$ cat src/rtl/mem_port_arbiter_if.sv
// Shared memory port bus: the arbiter drives the request side (master),
// the memory returns read data and a single-cycle acknowledge (slave).
interface mem_port_arbiter_if #(
    parameter int WIDTH = 32
);
    logic             mem_req;
    logic             mem_we;
    logic [WIDTH-1:0] mem_adr;
    logic [WIDTH-1:0] mem_wdata;
    logic [WIDTH-1:0] mem_rdata;
    logic             mem_ack;

    modport master (
        output mem_req, mem_we, mem_adr, mem_wdata,
        input  mem_rdata, mem_ack
    );

    modport slave (
        input  mem_req, mem_we, mem_adr, mem_wdata,
        output mem_rdata, mem_ack
    );
endinterface

$ cat src/rtl/mem_port_arbiter.sv
// Round-robin arbiter sharing one memory port between instruction fetch (I)
// and load/store (D); each access is latched, held until ack or timeout.
module mem_port_arbiter #(
    parameter int WIDTH   = 32,
    parameter int TIMEOUT = 16
) (
    input  logic                   clk,
    input  logic                   reset,
    input  logic                   i_req,
    input  logic [WIDTH-1:0]       i_adr,
    output logic                   i_gnt,
    output logic                   i_done,
    output logic [WIDTH-1:0]       i_rdata,
    input  logic                   d_req,
    input  logic                   d_we,
    input  logic [WIDTH-1:0]       d_adr,
    input  logic [WIDTH-1:0]       d_wdata,
    output logic                   d_gnt,
    output logic                   d_done,
    output logic [WIDTH-1:0]       d_rdata,
    mem_port_arbiter_if.master     mem,
    output logic                   adr_src,
    output logic                   err
);
    localparam logic [1:0] IDLE   = 2'd0;
    localparam logic [1:0] BUSY_I = 2'd1;
    localparam logic [1:0] BUSY_D = 2'd2;
    localparam logic [7:0] TO_LAST = 8'(TIMEOUT - 1);

    logic [1:0]       state_q, state_d;
    logic             last_d_q, last_d_d;
    logic [7:0]       cnt_q, cnt_d;
    logic             adr_src_q, adr_src_d;
    logic [WIDTH-1:0] i_adr_q, i_adr_d;
    logic [WIDTH-1:0] d_adr_q, d_adr_d;
    logic             we_q, we_d;
    logic [WIDTH-1:0] wdata_q, wdata_d;
    logic [WIDTH-1:0] i_rdata_q, i_rdata_d;
    logic [WIDTH-1:0] d_rdata_q, d_rdata_d;
    logic             i_done_q, i_done_d;
    logic             d_done_q, d_done_d;
    logic             err_q, err_d;

    logic can_grant, pick_i, pick_d, finish;

    // No grant while a done pulse is out, so completion always precedes the next grant.
    assign can_grant = (state_q == IDLE) && !i_done_q && !d_done_q && !reset;
    assign pick_i    = i_req && (!d_req || last_d_q);
    assign pick_d    = d_req && !pick_i;
    assign i_gnt     = can_grant && pick_i;
    assign d_gnt     = can_grant && pick_d;
    assign finish    = mem.mem_ack || (cnt_q == TO_LAST);

    always_comb begin
        state_d   = state_q;
        last_d_d  = last_d_q;
        cnt_d     = cnt_q;
        adr_src_d = adr_src_q;
        i_adr_d   = i_adr_q;
        d_adr_d   = d_adr_q;
        we_d      = we_q;
        wdata_d   = wdata_q;
        i_rdata_d = i_rdata_q;
        d_rdata_d = d_rdata_q;
        i_done_d  = 1'b0;
        d_done_d  = 1'b0;
        err_d     = 1'b0;
        case (state_q)
            IDLE: begin
                if (i_gnt) begin
                    i_adr_d   = i_adr;
                    we_d      = 1'b0;
                    adr_src_d = 1'b0;
                    cnt_d     = '0;
                    state_d   = BUSY_I;
                end else if (d_gnt) begin
                    d_adr_d   = d_adr;
                    we_d      = d_we;
                    wdata_d   = d_wdata;
                    adr_src_d = 1'b1;
                    cnt_d     = '0;
                    state_d   = BUSY_D;
                end
            end
            BUSY_I, BUSY_D: begin
                if (finish) begin
                    // An ack arriving on the final allowed cycle still counts as success.
                    err_d    = !mem.mem_ack;
                    last_d_d = (state_q == BUSY_D);
                    state_d  = IDLE;
                    if (state_q == BUSY_D) begin
                        d_done_d  = 1'b1;
                        d_rdata_d = mem.mem_ack ? mem.mem_rdata : '0;
                    end else begin
                        i_done_d  = 1'b1;
                        i_rdata_d = mem.mem_ack ? mem.mem_rdata : '0;
                    end
                end else begin
                    cnt_d = cnt_q + 8'd1;
                end
            end
            default: state_d = IDLE;
        endcase
    end

    always_ff @(posedge clk) begin
        if (reset) begin
            state_q   <= IDLE;
            last_d_q  <= 1'b1;
            cnt_q     <= '0;
            adr_src_q <= 1'b0;
            i_adr_q   <= '0;
            d_adr_q   <= '0;
            we_q      <= 1'b0;
            wdata_q   <= '0;
            i_rdata_q <= '0;
            d_rdata_q <= '0;
            i_done_q  <= 1'b0;
            d_done_q  <= 1'b0;
            err_q     <= 1'b0;
        end else begin
            state_q   <= state_d;
            last_d_q  <= last_d_d;
            cnt_q     <= cnt_d;
            adr_src_q <= adr_src_d;
            i_adr_q   <= i_adr_d;
            d_adr_q   <= d_adr_d;
            we_q      <= we_d;
            wdata_q   <= wdata_d;
            i_rdata_q <= i_rdata_d;
            d_rdata_q <= d_rdata_d;
            i_done_q  <= i_done_d;
            d_done_q  <= d_done_d;
            err_q     <= err_d;
        end
    end

    assign mem.mem_req   = (state_q != IDLE);
    assign mem.mem_we    = (state_q == BUSY_D) && we_q;
    assign mem.mem_adr   = adr_src_q ? d_adr_q : i_adr_q;
    assign mem.mem_wdata = wdata_q;
    assign adr_src       = adr_src_q;
    assign i_rdata       = i_rdata_q;
    assign d_rdata       = d_rdata_q;
    assign i_done        = i_done_q;
    assign d_done        = d_done_q;
    assign err           = err_q;
endmodule

$ cat src/flat_wrapper.sv
// flat-port wrapper written by rule: the top's interface ports become plain ports
module mem_port_arbiter_flat 
#(
    parameter int WIDTH   = 32,
    parameter int TIMEOUT = 16
)
  (clk, reset, i_req, i_adr, i_gnt, i_done, i_rdata, d_req, d_we, d_adr, d_wdata, d_gnt, d_done, d_rdata, adr_src, err, mem_mem_req, mem_mem_we, mem_mem_adr, mem_mem_wdata, mem_mem_rdata, mem_mem_ack);
  mem_port_arbiter_if #(.WIDTH(WIDTH)) mem_i ();
  input  logic clk;
  input  logic reset;
  input  logic i_req;
  input  logic [WIDTH-1:0] i_adr;
  output logic i_gnt;
  output logic i_done;
  output logic [WIDTH-1:0] i_rdata;
  input  logic d_req;
  input  logic d_we;
  input  logic [WIDTH-1:0] d_adr;
  input  logic [WIDTH-1:0] d_wdata;
  output logic d_gnt;
  output logic d_done;
  output logic [WIDTH-1:0] d_rdata;
  output logic adr_src;
  output logic err;
  output wire logic [$bits(mem_i.mem_req)-1:0] mem_mem_req;
  output wire logic [$bits(mem_i.mem_we)-1:0] mem_mem_we;
  output wire logic [$bits(mem_i.mem_adr)-1:0] mem_mem_adr;
  output wire logic [$bits(mem_i.mem_wdata)-1:0] mem_mem_wdata;
  input wire logic [$bits(mem_i.mem_rdata)-1:0] mem_mem_rdata;
  input wire logic [$bits(mem_i.mem_ack)-1:0] mem_mem_ack;
  assign mem_mem_req = mem_i.mem_req;
  assign mem_mem_we = mem_i.mem_we;
  assign mem_mem_adr = mem_i.mem_adr;
  assign mem_mem_wdata = mem_i.mem_wdata;
  assign mem_i.mem_rdata = mem_mem_rdata;
  assign mem_i.mem_ack = mem_mem_ack;
  mem_port_arbiter #(.WIDTH(WIDTH), .TIMEOUT(TIMEOUT)) u_core (.clk(clk), .reset(reset), .i_req(i_req), .i_adr(i_adr), .i_gnt(i_gnt), .i_done(i_done), .i_rdata(i_rdata), .d_req(d_req), .d_we(d_we), .d_adr(d_adr), .d_wdata(d_wdata), .d_gnt(d_gnt), .d_done(d_done), .d_rdata(d_rdata), .mem(mem_i), .adr_src(adr_src), .err(err));
endmodule
$ cat config.mk
export PLATFORM = sky130hd
export DESIGN_NAME = mem_port_arbiter_flat
export DESIGN_NICKNAME = d
export VERILOG_FILES = /design/src/rtl/mem_port_arbiter_if.sv /design/src/rtl/mem_port_arbiter.sv /design/src/flat_wrapper.sv
export SDC_FILE = /design/constraint.sdc
export NUM_CORES = 1
export LEC_CHECK = 0
export ABC_AREA = 0
export BUFFER_PORTS_ARGS = -buffer_cell sky130_fd_sc_hd__buf_2
export CAP_MARGIN = 20
export CORE_AREA = 2 2 123 125
export CTS_CLUSTER_SIZE = 16
export DETAILED_ROUTE_END_ITERATION = 8
export DIE_AREA = 0 0 125 127
export PLACE_DENSITY = 0.84
export SETUP_SLACK_MARGIN = 0.15
export SYNTH_ARGS = -nofsm -noshare
export SYNTH_HDL_FRONTEND = slang
export SYNTH_SLANG_ARGS = --single-unit
$ cat constraint.sdc
create_clock -name clk -period 2.2 [get_ports clk]
set_input_delay 0.66 -clock clk [delete_from_list [all_inputs] [get_ports clk]]
set_output_delay 0.66 -clock clk [all_outputs]
set_load 0.005 [all_outputs]
==> results of run 1 <==
[cell usage in the layout (no fill, tap or decap), types with 3 or more instances in the layout]
cell type and instances:
nand2_1 262, buf_2 233, dfxtp_1 173, a21oi_1 166
o21ai_0 69, buf_6 40, mux2_4 32, buf_4 31
clkbuf_16 18, nand3_1 6, buf_16 6, inv_1 4
nor3_1 4, ha_1 4, clkinvlp_4 4, inv_2 3
and2_1 3, a311oi_1 3, a22o_1 3, a32o_1 3
nor2_1 3, inv_6 3, buf_12 3
[layout make-up]
type | count | area (um2)
Clock inverter | 11 | 105
Timing Repair Buffer | 315 | 2110
Sequential cell | 176 | 3530
Multi-Input combinational cell | 587 | 3160
Clock buffer | 21 | 460
Antenna cell | 1 | 2.50
Inverter | 10 | 42.5
Tap cell | 184 | 230
Fill cell | 1144 | 4780
[per-stage QoR]
stage / TNS, ns / cell area, um2
detailed placement: -0.0181 / 8360
global route: -0.371 / 9650
global placement: 0 / 8360
floorplan: 0 / 6840
CTS: -0.247 / 9430
finish: -0.0384 / 9650
[registers in the layout, indices dropped and copies added, names as in the netlist]
signal and flops:
u_core.d_adr_q 32, u_core.d_rdata 32, u_core.i_adr_q 32, u_core.i_rdata 32, u_core.mem.mem_wdata 32, u_core.cnt_q 8, u_core.state_q 2, u_core.adr_src 1
u_core.d_done 1, u_core.err 1, u_core.i_done 1, u_core.last_d_q 1, u_core.we_q 1
[where the power goes]
group | switching [W] | leakage [nW] | internal [W]
logic | 0.00141 | 2.43 | 0.00128
registers | 0.000189 | 1.43 | 0.00353
clock network | 0.00128 | 0.266 | 0.00163
[path summary, 6_finish.rpt]
check                                         startpoint                  endpoint
worst max-delay path                   u_core.state_q[0]                     d_gnt
worst min-delay path            u_core.mem.mem_wdata[29]  u_core.mem.mem_wdata[29]
worst max register to register         u_core.state_q[0]           u_core.cnt_q[4]
worst min register to register  u_core.mem.mem_wdata[29]  u_core.mem.mem_wdata[29]
[worst reg2reg max path, stage by stage (launching register included)]
cell and delay (ns):
dfxtp_2 0.34, inv_2 0.05, ha_4 0.16, buf_4 0.13, buf_6 0.12, nor3b_1 0.13, buf_4 0.14, a211oi_4 0.19
buf_4 0.19, a41oi_1 0.13, a311oi_1 0.25
[cells by family (layout without fill, tap and decap cells)]
kind of cell | Yosys count | in the layout | synth area share (%)
compound gates | 255 | 255 | 19.9
simple gates | 294 | 294 | 17.6
buf+inv | 77 | 357 | 4.56
fa+ha+maj | 6 | 6 | 1.10
mux | 32 | 32 | 5.27
flops | 176 | 176 | 51.6
other cells | 0 | 1 | 0
[per-layer routing]
| metal | track usage (%) | wire length (um) | vias to the layer above |
|---|---|---|---|
| met5 | 0 | 0 | - |
| met4 | 13.5 | 794 | 0 |
| met3 | 5.74 | 1440 | 63 |
| met2 | 41.9 | 10400 | 330 |
| met1 | 30.3 | 8430 | 3247 |
| li1 | - | - | 3361 |
[what timing repair did]
| item | 4_1_cts | 5_1_grt |
|---|---|---|
| pin swaps | 4 | 3 |
| gates resized for setup | 71 | 24 |
| setup buffers | 11 | 6 |
| gates cloned | 4 | 1 |
| endpoints found under the setup margin | 89 | 38 |
==> impl_metrics.py, run 1 <==
metrics = {
    "status": {
        "status": "finished, violations left",
        "violations": "negative setup slack",
    },
    "place": {
        "placed_cells": 1249,
        "dp_hpwl_um": 12600,
        "place_ws_ns": -0.0181,
        "port_buffers": 269,
        "gp_congestion": 0.830,
    },
    "grt": {
        "grt_overflow": 0,
        "grt_pass1_wl_um": 32500,
        "grt_pass1_vias": 6665,
        "gr-usage-all-layers_pct": 25.1,
        "grt_max_degree": 116,
        "antenna_found_initial": 0,
    },
    "timing": {
        "rsz0062_at_grt": "true",
        "whs_ns": 0.452,
        "setup_viol": 2,
        "min_period_ns": 2.23,
        "fmax_mhz": 448,
        "skew_ns": 0.0107,
        "setup_slack_ns": -0.0314,
        "maxSlewHeadroom_pct": 58.7,
        "report.final.slew_viol_count": 0,
        "worst_pin_slew_ns": 0.619,
        "min_period_over_period_pct": 101,
        "hold_viol": 0,
    },
    "logic_synthesis": {
        "synth.top_cell.area_share_pct": 51.6,
        "ys_top_cells_by_count": "nand2_1, dfxtp_1, a21oi_1",
        "syn_nets": 980,
        "synth.avg_cell_area_um2": 8.14,
        "yosysWarnings": 0,
        "async_reset_ff_share_pct": 0,
        "ys_ff_latch": 176,
        "syn-cell-area_um2": 6830,
        "netlist.top_cell.by_area": "dfxtp_1",
        "synth_most_common_cell": "nand2_1",
        "synth_area_leaders": "dfxtp_1, nand2_1, a21oi_1",
        "synth_edf_count": 0,
        "synth.distinct_cells": 39,
        "syn-instance-count": 840,
        "ys_seq_area_share_pct": 51.6,
        "yosys_most_used_dff": "dfxtp_1",
    },
    "routing": {
        "dr.pass1.iters": 5,
        "ant_nets": 0,
        "dr_total_vias": 7001,
        "finalWirelength_um": 21100,
        "routedWlPerCell_um": 16.2,
        "dr.first_iter.drc_count": 462,
        "drc": 0,
        "viasPerCell": 5.36,
    },
    "floorplanning": {
        "rows": 44,
        "die_h_um": 127,
        "core-area_um2": 14400,
        "dieWidth_um": 125,
        "io_pins": 270,
        "dieArea_um2": 15900,
        "start_util_pct": 47.4,
    },
    "worst_setup_path": {
        "cp_max_fo": 2,
        "cp.required_ns": 1.54,
        "cp.arrival_ns": 1.57,
        "crit_family": "simple AND/OR/NAND/NOR gates",
        "rr_worst_depth": 10,
        "cpMostUsedCell": "inv_2",
        "cp_slowest_cell": "dfxtp_2",
        "path_cells": "inv_2 -> ha_4 -> nor4b_4 -> nand3_2 -> inv_2 -> buf_6",
        "rrSetupSlack_ns": 0.27,
        "max_stage_delay_ns": 0.33,
        "cp-start-kind": "flip-flop",
        "cp.depth": 6,
        "cp-end-kind": "output pin",
        "critical_path_buf_inv_count": 3,
        "crit_type": "flip-flop to output pin",
    },
    "hold_path": {
        "worstHoldPathCells": 2,
        "hold_class": "flip-flop to flip-flop",
    },
    "power": {
        "vdd_ir_drop_max_mv": 0.628,
        "power_w": 0.00931,
        "p_per_area_nw_per_um2": 965,
        "power.leakage_nw": 4.13,
    },
    "clock_tree": {
        "cts_made_buffers": 17,
        "clockBufferDepth": 2,
        "clock-sinks": 176,
        "cts-root-buf": "clkbuf_16",
        "cts_tree": "built",
        "htreeDepth": 4,
        "clk_pin_slew_worst_paths_ns": 0.06,
        "ctsHoldBuffers": 0,
        "worstSkewPairLatency_ns": 0.43,
    },
    "finish": {
        "post-route-util_pct": 66.9,
        "final_cells": 1305,
        "syn_to_final_growth_pct": 41.2,
        "drive_above_1_share_pct": 35.4,
        "nets": 1247,
    },
    "flow_run": {
        "maxCapViolations": 0,
    },
}
Note: power is estimated with default switching activity, not from simulation.
==> run 2, diff against run 1 <==
- CORE_AREA: 2 2 123 125 -> 3 3 124 126
- DIE_AREA: 0 0 125 127 -> 0 0 127 129
==> run 2 against run 1 <==
  * The run now ends clean
  * Cell area decreased by 0.84%
  * Global-route usage decreased by 1.1 points
  * Flip-flop and latch count unchanged
  * Critical path type unchanged
  * Largest cell class unchanged
==> impl_metrics.py, run 2 (synthesis results as in run 1) <==
metrics = {
    "finish": {
        "nets": 1238,
        "final_cells": 1295,
        "post-route-util_pct": 66.3,
        "layout_commonest_cell": "nand2_1",
        "most-common-layout-cells": "nand2_1, buf_2, dfxtp_1, a21oi_1, o21ai_0",
        "drive_above_1_share_pct": 34.9,
        "syn_to_final_growth_pct": 40.0,
    },
    "worst_setup_path": {
        "crit_type": "flip-flop to output pin",
        "cp-start-kind": "flip-flop",
        "rr_worst_depth": 8,
        "cp-end-kind": "output pin",
        "regToRegEndpoint": "u_core.cnt_q[6]",
        "rrSetupSlack_ns": 0.25,
        "cp.required_ns": 1.54,
        "timing.rr.start": "u_core.state_q[1]",
        "cp.arrival_ns": 1.54,
        "cp_max_fo": 2,
    },
    "floorplanning": {
        "start_util_pct": 47.4,
        "die_h_um": 129,
        "dieWidth_um": 127,
        "rows": 44,
        "core-area_um2": 14400,
        "io_pins": 270,
        "dieArea_um2": 16400,
    },
    "power": {
        "power.leakage_nw": 4.10,
        "vdd_ir_drop_max_mv": 0.727,
        "p_per_area_nw_per_um2": 989,
        "power_w": 0.00946,
    },
    "status": {
        "status": "complete, no violations",
    },
    "grt": {
        "antenna_found_initial": 1,
        "gr-usage-all-layers_pct": 24.0,
        "grt_pass1_wl_um": 31900,
        "grt_overflow": 0,
        "grt_max_degree": 92,
        "grt_pass1_vias": 6376,
    },
    "routing": {
        "routedWlPerCell_um": 16.1,
        "finalWirelength_um": 20900,
        "drc": 0,
        "dr.pass1.iters": 5,
        "dr.first_iter.drc_count": 449,
        "viasPerCell": 5.39,
        "dr_total_vias": 6974,
        "ant_nets": 0,
    },
    "clock_tree": {
        "clock-sinks": 176,
        "clockBufferDepth": 2,
        "clk_pin_slew_worst_paths_ns": 0.06,
        "cts-root-buf": "clkbuf_16",
        "worstSkewPairLatency_ns": 0.42,
        "cts_made_buffers": 17,
        "cts_tree": "built",
        "htreeDepth": 4,
    },
    "place": {
        "placed_cells": 1247,
        "dp_hpwl_um": 12800,
        "gp_congestion": 0.820,
        "port_buffers": 269,
        "place_ws_ns": -0.00539,
    },
    "hold_path": {
        "hold_end": "u_core.mem.mem_wdata[28]",
        "hp-start": "u_core.mem.mem_wdata[28]",
        "worstHoldPathCells": 2,
        "hold_class": "flip-flop to flip-flop",
    },
    "flow_run": {
        "maxCapViolations": 0,
    },
    "timing": {
        "maxSlewHeadroom_pct": 38.2,
        "hold_viol": 0,
        "min_period_over_period_pct": 99.8,
        "totalNegativeSetupSlack_ns": 0,
        "fmax_mhz": 455,
        "min_period_ns": 2.20,
        "setup_slack_ns": 0.00438,
        "report.final.slew_viol_count": 0,
        "worst_pin_slew_ns": 0.928,
        "skew_ns": 0.0116,
        "rsz0062_at_grt": "true",
        "setup_viol": 0,
    },
}
==> run 2: changes by cell type in the layout (fill, tap and decap cells not counted), moves of 2 or more <==
cell / delta
inv_4: -2
clkinvlp_4: -2
buf_4: -6
buf_16: -4
bufinv_16: +3
==> run 2: stage by stage <==
stage	instance area [um2]	hold slack (ns)
3_3_place_gp	8350	0.438
2_1_floorplan	6840	0.433
6_report	9570	0.451
4_1_cts	9490	0.452
3_5_place_dp	8350	0.443
5_1_grt	9570	0.456
==> run 2: routing by layer <==
metal | part of all wire, % | GRT usage (%) | up-vias
li1 | - | - | 3340
met1 | 39 | 29.4 | 3211
met2 | 50 | 40.6 | 365
met3 | 7.6 | 5.65 | 58
met4 | 3.1 | 10.5 | 0
met5 | 0 | 0 | -
==> run 2: worst max-delay path by stage <==
| stage | from | to | slack (ns) | cells past startpoint |
|---|---|---|---|---|
| 2_1_floorplan | reset | d_gnt | 0.15 | 4 |
| 3_3_place_gp | reset | d_gnt | 0.01 | 5 |
| 3_5_place_dp | reset | d_gnt | -0.005 | 5 |
| 4_1_cts | u_core.state_q[1] | d_gnt | -0.03 | 6 |
| 5_1_grt | u_core.state_q[0] | i_gnt | -0.09 | 6 |
| 6_report | u_core.state_q[1] | i_gnt | 0.004 | 6 |
==> run 2: worst max-delay path, stage by stage, from the launching register on <==
cell,delay [ns]
dfxtp_2,0.33
inv_2,0.07
ha_4,0.14
nor4b_4,0.25
nand3_2,0.13
inv_2,0.10
buf_6,0.09
==> run 2: report_power, final <==
| part | internal (W) | switching [W] | leakage [nW] | total [W] |
|---|---|---|---|---|
| logic | 0.00117 | 0.00137 | 2.37 | 0.00254 |
| clock network | 0.00194 | 0.00127 | 0.299 | 0.00321 |
| registers | 0.00353 | 0.000184 | 1.43 | 0.00371 |
| total | 0.00664 | 0.00282 | 4.10 | 0.00946 |
==> run 2: what timing repair did <==
action                     CTS  global route
pin swaps                    2             4
gates resized for setup     79             8
buffers inserted            10             2
hold buffers                 0             0
gates cloned                 3             1
setup endpoints to repair   37            35
==> run 2: layout make-up <==
class,count,area [um2]
sequential,176,3530
tap,184,230
multi-input combinational,587,3160
inverter,10,37.5
clock buffer,20,447
clock inverter,11,178
timing repair buffer,306,1980
fill,1122,4860
antenna,1,2.50
